--- src/rtl/aes_cipher_serializer.sv ---
// -----------------------------------------------------------------------------
// aes_cipher_serializer
//   Output stage of the combinational AES-128 encrypt datapath. When the
//   upstream source asks for an encryption, the stage waits SETTLE_CYCLES for
//   cipher_text to ripple through the 10-round path. It then captures the
//   block into a shift register and streams it out as 16 bytes over a
//   valid/ready interface. o_blk_ready tells the source that the block has
//   been captured, so it may change key/plaintext from the next cycle on.
//
// Parameters
//   SETTLE_CYCLES  cycles cipher_text must be stable before capture (1..255)
//   MSB_FIRST      1: first byte = cipher_text[127:120]; 0: first = [7:0]
//
// Ports
//   i_clk          clock, rising edge
//   i_rst          synchronous reset, active high
//   i_cipher_text  combinational AES-128 ciphertext
//   i_blk_valid    upstream holds inputs stable and requests a block
//   o_blk_ready    block captured this cycle (combinational, one-cycle pulse)
//   o_byte_data    current output byte (registered shift-register slice)
//   o_byte_valid   o_byte_data valid
//   i_byte_ready   downstream accepts o_byte_data
//   o_byte_last    marks the 16th byte of a block
//   o_busy         high whenever the FSM is not idle
// -----------------------------------------------------------------------------
module aes_cipher_serializer #(
  parameter int unsigned SETTLE_CYCLES = 4,
  parameter bit          MSB_FIRST     = 1'b1
) (
  input  logic         i_clk,
  input  logic         i_rst,
  input  logic [127:0] i_cipher_text,
  input  logic         i_blk_valid,
  output logic         o_blk_ready,
  output logic [7:0]   o_byte_data,
  output logic         o_byte_valid,
  input  logic         i_byte_ready,
  output logic         o_byte_last,
  output logic         o_busy
);

  generate
    if (SETTLE_CYCLES < 1 || SETTLE_CYCLES > 255) begin : g_bad_settle
      $error("aes_cipher_serializer: SETTLE_CYCLES must be in 1..255");
    end
  endgenerate

  localparam logic [7:0] CNT_INIT = 8'(SETTLE_CYCLES - 1);

  typedef enum logic [1:0] {S_IDLE, S_SETTLE, S_DRAIN} state_t;

  state_t       r_state;
  logic [7:0]   r_cnt;
  logic [3:0]   r_idx;
  logic [127:0] r_shreg;
  logic         r_byte_valid;
  logic         r_byte_last;
  logic         r_busy;

  logic         w_capture;
  logic         w_hs;
  logic [127:0] w_shreg_shift;

  // Capture needs the request still asserted on the final settle cycle;
  // a dropped request aborts the block instead.
  assign w_capture = (r_state == S_SETTLE) && (r_cnt == 8'd0) && i_blk_valid;
  assign w_hs      = r_byte_valid & i_byte_ready;

  // Output byte always comes straight from the register, so there is no
  // combinational path from cipher_text to byte_data. Shifting moves the
  // next byte toward whichever end is being presented.
  generate
    if (MSB_FIRST) begin : g_msb
      assign o_byte_data   = r_shreg[127:120];
      assign w_shreg_shift = {r_shreg[119:0], 8'h00};
    end else begin : g_lsb
      assign o_byte_data   = r_shreg[7:0];
      assign w_shreg_shift = {8'h00, r_shreg[127:8]};
    end
  endgenerate

  assign o_blk_ready  = w_capture;
  assign o_byte_valid = r_byte_valid;
  assign o_byte_last  = r_byte_last;
  assign o_busy       = r_busy;

  always_ff @(posedge i_clk) begin
    if (i_rst) begin
      r_state      <= S_IDLE;
      r_cnt        <= 8'd0;
      r_idx        <= 4'd0;
      r_shreg      <= 128'd0;
      r_byte_valid <= 1'b0;
      r_byte_last  <= 1'b0;
      r_busy       <= 1'b0;
    end else begin
      case (r_state)
        S_IDLE: begin
          if (i_blk_valid) begin
            r_state <= S_SETTLE;
            r_cnt   <= CNT_INIT;
            r_busy  <= 1'b1;
          end
        end

        S_SETTLE: begin
          if (!i_blk_valid) begin
            r_state <= S_IDLE;
            r_cnt   <= 8'd0;
            r_busy  <= 1'b0;
          end else if (r_cnt == 8'd0) begin
            r_shreg      <= i_cipher_text;
            r_idx        <= 4'd0;
            r_state      <= S_DRAIN;
            r_byte_valid <= 1'b1;
            r_byte_last  <= 1'b0;
          end else begin
            r_cnt <= r_cnt - 8'd1;
          end
        end

        S_DRAIN: begin
          // Request input is ignored here; all fields hold while stalled.
          if (w_hs) begin
            r_shreg <= w_shreg_shift;
            if (r_byte_last) begin
              r_state      <= S_IDLE;
              r_idx        <= 4'd0;
              r_byte_valid <= 1'b0;
              r_byte_last  <= 1'b0;
              r_busy       <= 1'b0;
            end else begin
              r_idx       <= r_idx + 4'd1;
              // last flag is registered alongside idx reaching 15
              r_byte_last <= (r_idx == 4'd14);
            end
          end
        end

        default: begin
          r_state      <= S_IDLE;
          r_byte_valid <= 1'b0;
          r_byte_last  <= 1'b0;
          r_busy       <= 1'b0;
        end
      endcase
    end
  end

endmodule

--- config.mk ---
export PLATFORM = sky130hd
export DESIGN_NAME = aes_cipher_serializer
export DESIGN_NICKNAME = d
export VERILOG_FILES = /design/src/rtl/aes_cipher_serializer.sv
export SDC_FILE = /design/constraint.sdc
export NUM_CORES = 1
export LEC_CHECK = 0
export CORE_UTILIZATION = 25
export CTS_CLUSTER_SIZE = 12
export DETAILED_ROUTE_END_ITERATION = 7
export GPL_ROUTABILITY_DRIVEN = 0
export MAX_ROUTING_LAYER = met4
export PLACE_DENSITY_LB_ADDON = 0.2
export SLEW_MARGIN = 20
export SYNTH_ARGS = -nofsm -noshare
export SYNTH_HDL_FRONTEND = slang
export SYNTH_SLANG_ARGS = --single-unit
--- constraint.sdc ---
create_clock -name i_clk -period 1.7 [get_ports i_clk]
set_input_delay 0.34 -clock i_clk [delete_from_list [all_inputs] [get_ports i_clk]]
set_output_delay 0.34 -clock i_clk [all_outputs]
set_load 0.03 [all_outputs]
==> results of run 1 <==
## worst max-delay path, cell delays in order, from the launching register on
cell	delay (ns)
dfxtp_2	0.32
inv_2	0.07
ha_4	0.14
nor4b_4	0.23
nand4_2	0.19
buf_12	0.19
clkinv_8	0.04
buf_12	0.09
buf_8	0.11
## state kept, by name, indices dropped and copies added, names as in the netlist
signal / count
o_byte_valid: 1
r_idx: 4
o_busy: 1
o_byte_last: 1
r_state: 2
r_cnt: 8
r_shreg: 128
## per-layer routing
| metal | vias to the layer above | global-route usage [%] |
|---|---|---|
| met2 | 133 | 26.2 |
| met1 | 3125 | 22.5 |
| met4 | 0 | 4.46 |
| met3 | 26 | 2.83 |
| met5 | - | - |
| li1 | 3151 | - |
## kinds of logic after synthesis
| family | after synthesis | share of synthesized area [%] |
|---|---|---|
| adder cells (fa/ha/maj) | 4 | 0.678 |
| multiplexers | 121 | 16.4 |
| flip-flops | 145 | 39.3 |
| buffers and inverters | 92 | 7.09 |
| XOR/XNOR | 1 | 0.119 |
| AO/OA/AOI/OAI | 163 | 22.6 |
| AND/OR/NAND/NOR | 191 | 13.7 |
## cells in the mapped netlist (all sizes together), types with 3 or more instances
cell | instances | area, µm²
nor2 | 12 | 45.0
dfxtp | 145 | 2900
nand3 | 22 | 110
o21ai | 7 | 35.0
clkbuf | 33 | 124
ha | 4 | 50.1
or3 | 4 | 25.0
nor3 | 125 | 631
inv | 8 | 30.0
or4 | 3 | 26.3
a21oi | 16 | 80.1
buf | 51 | 369
mux2i | 121 | 1210
nand2b | 4 | 25.0
nor2b | 3 | 18.8
a31oi | 4 | 25.0
a21boi | 4 | 30.0
a211oi | 122 | 1420
nand2 | 8 | 30.0
## final cells by class
class	count	area, µm²
tap	384	480
clock buffer	19	433
sequential	145	2910
clock inverter	13	115
fill	2796	16800
timing repair buffer	282	3490
multi-input combinational	480	4540
inverter	8	42.5
## worst max path at each step
stage,endpoint,slack (ns)
floorplan,r_shreg[71],0.008
global placement,r_shreg[125],-0.26
detailed placement,r_shreg[115],-0.28
CTS,o_blk_ready,-0.46
global route,o_blk_ready,-0.53
finish,o_blk_ready,-0.46
## report_power, final
part / total, W / leakage, nW / internal, W / switching (W)
clock network: 0.00362 / 0.247 / 0.00201 / 0.00161
registers: 0.00378 / 1.18 / 0.00362 / 0.000155
logic: 0.00265 / 3.49 / 0.00146 / 0.00119
total: 0.0100 / 4.92 / 0.00709 / 0.00295
## timing repair
action | 4_1_cts | 5_1_grt
pin swaps | 55 | 53
cloned | 22 | 5
gates resized for setup | 95 | 117
endpoints found under the setup margin | 150 | 142
buffers inserted | 32 | 16
## metrics by stage
step / utilization [%] / setup WS (ns) / TNS (ns) / cells
floorplan: - / 0.00787 / 0 / 717
CTS: 40.0 / -0.461 / -39.69 / 1323
detailed placement: 33.6 / -0.279 / -33.17 / 1238
global route: 41.6 / -0.534 / -49.89 / 1331
finish: 41.6 / -0.456 / -38.79 / 1331
global placement: 33.6 / -0.264 / -32.04 / 1238
==> impl_metrics.tcl, run 1 <==
set metrics [dict create \
    grt_pass1_wl_um 38100 \
    worst_pin_slew_ns 0.463 \
    die_h_um 174 \
    syn-num-nets 853 \
    viasPerCell 4.83 \
    area_growth_pct 62.8 \
    grt_pass1_vias 6538 \
    final_common_cell "dfxtp_1" \
    clkLatencyLatePin_ns 0.43 \
    drc 0 \
    reg2reg_from "r_cnt[1]" \
    cts-htree-levels 4 \
    die_area_mm2 0.0302 \
    design_power_total_w 0.0100 \
    final_cell_mix "140 x dfxtp_1, 130 x clkdlybuf4s50_1, 121 x mux2i_1" \
    reg2reg_slack_ns -0.38 \
    rr_worst_depth 12 \
    grt_max_degree 56 \
    antenna_found_initial 0 \
    die_w_um 174 \
    fin_area_mm2 0.0120 \
    hold_slack_ns 0.341 \
    finClkSkew_ns 0.0102 \
    clock.fmax_ghz 0.464 \
    max-vdd-ir-drop_uv 513 \
    drive_gt1_share_pct 39.2 \
    finalMaxSlewViolations 0 \
    crit_type "reg -> out" \
    hp-class "in -> reg" \
    synthFlopType "dfxtp_1" \
    cts_buffer_depth 2 \
    critPathRequiredTime_ns 1.36 \
    drv_cap 0 \
    rows 62 \
    min_to "r_idx[2]" \
    core_area_mm2 0.0289 \
    fin_ws_ns -0.456 \
    grt_overflow 0 \
    cts-root-buf "clkbuf_16" \
    wl_met2_um 11600 \
    synthArstFlopShare_pct 0 \
    max_slew_margin_pct 69.2 \
    arrival_ns 1.82 \
    hpwl_um 15000 \
    synth_cells 717 \
    place_area_mm2 0.00970 \
    diodes 0 \
    wirelength_um 25300 \
    dr_wl_met3_um 779 \
    nets 1070 \
    synthDistinctLibCells 48 \
    wl_met1_um 12500 \
    power.density_mw_per_mm2 836 \
    cp_max_fo 2 \
    drt_first_pass_iters 4 \
    cts_buffers 17 \
    initial_utilization_pct 25.6 \
    hp-start "i_rst" \
    clock_sinks 145 \
    ys_seq_area_share_pct 39.3 \
    hold_violations 0 \
    synthesis.area_mm2 0.00738 \
    final_antenna_net_count 0 \
    violations "negative setup slack" \
    postCtsHoldBufs 0 \
    status "finished with violations" \
    ys_ff_latch 145 \
    holdPathStages 2 \
    drtIter0Drc 286 \
    via_count 6435 \
    end_kind "output pin" \
    cts_tree "done" \
    ys_warn_count 0 \
    critPathLaunchType "flop" \
    grt_usage_pct 16.9 \
    setup_viol 136 \
    syn_avg_cell_area_um2 10.3 \
    pin_count 144 \
    clk_pin_slew_worst_paths_ns 0.06 \
    reg2reg_to "r_shreg[107]" \
    p_leak_nw 4.92 \
    avgRoutedWirePerCell_um 19.0 \
    fin_crit_sh_pct 127 \
    critical_path.startpoint "r_cnt[1]" \
    port-buffer-count 143 \
    rsz0062_at_grt "true" \
    synth_edf_count 0 \
    top_layer_used "met4" \
    finalCriticalPeriod_ns 2.16 \
]
(Power assumes the default switching activity.)
==> inputs of run 2 (changes only) <==
- CTS_CLUSTER_SIZE: 12 -> not set
==> results of run 2 <==
The final DEF is identical to that of run 1; final timing and power are the same.
==> inputs of run 3 (changes only) <==
- DONT_BUFFER_PORTS: not set -> 1
- MAX_ROUTING_LAYER: met4 -> not set
- SLEW_MARGIN: 20 -> 10
==> impl_metrics.tcl, run 3 (synthesized netlist as in run 1, its figures left out) <==
set metrics [dict create \
    status "finished with violations" \
    violations "negative hold slack, negative setup slack" \
    crit_type "reg -> out" \
    path_buf_inv 3 \
    port-buffer-count 0 \
    die_area_mm2 0.0302 \
    final_cell_mix "141 x dfxtp_1, 123 x nor3_1, 121 x mux2i_1" \
    clk_pin_slew_worst_paths_ns 0.07 \
    die_h_um 174 \
    cts_buffers 17 \
    via_count 5674 \
    initial_utilization_pct 25.6 \
    crit_family "simple AND/OR/NAND/NOR gates" \
    grt_pass1_wl_um 34800 \
    met2_usage_pct 23.3 \
    core_area_mm2 0.0289 \
    fin_util_pct 32.8 \
    viasPerCell 4.98 \
    cts_buffer_depth 2 \
    final_common_cell "dfxtp_1" \
    multi_input_comb_area_mm2 0.00406 \
    wirelength_um 23100 \
    cp_slowest_cell "dfxtp_2" \
    critPathLaunchType "flop" \
    worst_pin_slew_ns 0.462 \
    rsz0062_at_grt "true" \
    hpwl_um 14400 \
    pin_count 144 \
    cts-htree-levels 4 \
    regArea_mm2 0.00291 \
    fin_area_mm2 0.00946 \
    p_leak_nw 3.87 \
    met1_usage_pct 20.0 \
    fin_ws_ns -0.253 \
    avgRoutedWirePerCell_um 20.3 \
    hp-class "in -> reg" \
    drc 0 \
    largest_register_ffs 128 \
    cp_max_fo 5 \
    clkLatencyLatePin_ns 0.44 \
    critPathRequiredTime_ns 1.36 \
    regMostFlops "r_shreg" \
    max_slew_margin_pct 69.2 \
    fillers 2987 \
    grt_max_degree 143 \
    setup_viol 134 \
    hold_violations 31 \
    finalCriticalPeriod_ns 1.95 \
    holdPathStages 1 \
    grt_usage_pct 14.9 \
    max-vdd-ir-drop_uv 557 \
    grt_pass1_vias 5696 \
    nets 879 \
    finClkSkew_ns 0.0153 \
    finalMaxSlewViolations 0 \
    power.density_mw_per_mm2 1010 \
    diodes 0 \
    rr_worst_depth 9 \
    drv_cap 0 \
    top_usage_layer "met2" \
    fin_tns_setup_ns -17.36 \
    end_kind "output pin" \
    cp_num_cells 6 \
    fin_crit_sh_pct 115 \
    hold_slack_ns -0.0311 \
    drive_gt1_share_pct 32.5 \
    drt_first_pass_iters 4 \
    die_w_um 174 \
    path_cells "inv_2 -> ha_4 -> nor4b_4 -> nand4_4 -> clkinv_4 -> buf_12" \
    drtIter0Drc 263 \
    rows 62 \
    critPathMaxStageDelay_ns 0.32 \
    cts_tree "done" \
    cts-root-buf "clkbuf_16" \
    grt_overflow 0 \
    arrival_ns 1.61 \
    area_growth_pct 28.1 \
    grtUsageMet3_pct 4.23 \
    clock.fmax_ghz 0.512 \
    reg_top3 "r_shreg (128), r_cnt (8), r_idx (4)" \
    place_area_mm2 0.00812 \
    antenna_found_initial 0 \
    place_worst_setup_slack_ns -0.222 \
    final_antenna_net_count 0 \
    clock_sinks 145 \
]
[run 3: worst register-to-register path: stages (launching register included)]
cell       delay [ns]
dfxtp_2          0.32
inv_2            0.07
ha_4             0.13
nor4b_4          0.27
nand4_4          0.17
clkinv_4         0.10
buf_8            0.20
bufbuf_16        0.33
nor3_1           0.07
a211oi_2         0.20
[run 3: metal layers]
| layer | vias to the layer above | wire length [µm] |
|---|---|---|
| met5 | - | 0 |
| met4 | 0 | 204 |
| met3 | 18 | 1400 |
| met2 | 129 | 10700 |
| met1 | 2759 | 10800 |
| li1 | 2768 | - |
[run 3: report_power, final]
part	internal, W	switching, W	leakage (nW)
Sequential	0.00362	0.000176	1.18
Combinational	0.000951	0.000853	2.41
Clock	0.00221	0.00170	0.286
Total	0.00678	0.00273	3.87
[run 3: final timing paths]
kind / slack [ns] / end / from
worst min-delay path: -0.03 / r_shreg[109] / i_rst
worst min register to register: 0.46 / r_shreg[3] / r_shreg[3]
worst max register to register: -0.22 / r_shreg[66] / r_cnt[1]
worst max-delay path: -0.25 / o_blk_ready / r_cnt[1]
[run 3: final cells by class]
cell class	count	area share, %
multi-input combinational	480	42.9
sequential	145	30.8
timing repair buffer	91	14.5
tap	384	5.08
clock buffer	17	4.50
clock inverter	15	1.81
inverter	8	0.371
[run 3: stage by stage]
step | power (W) | cells
6_report | 0.00951 | 1140
4_1_cts | 0.00949 | 1122
3_5_place_dp | 0.00542 | 1076
5_1_grt | 0.00993 | 1140
2_1_floorplan | 0.00504 | 717
3_3_place_gp | 0.00542 | 1076
[run 3: what timing repair did]
item,CTS,global route
pin swaps,5,7
gates cloned,7,10
buffers inserted,7,8
endpoints found under the setup margin,133,140
hold endpoints to repair,84,57
gates resized for setup,13,25
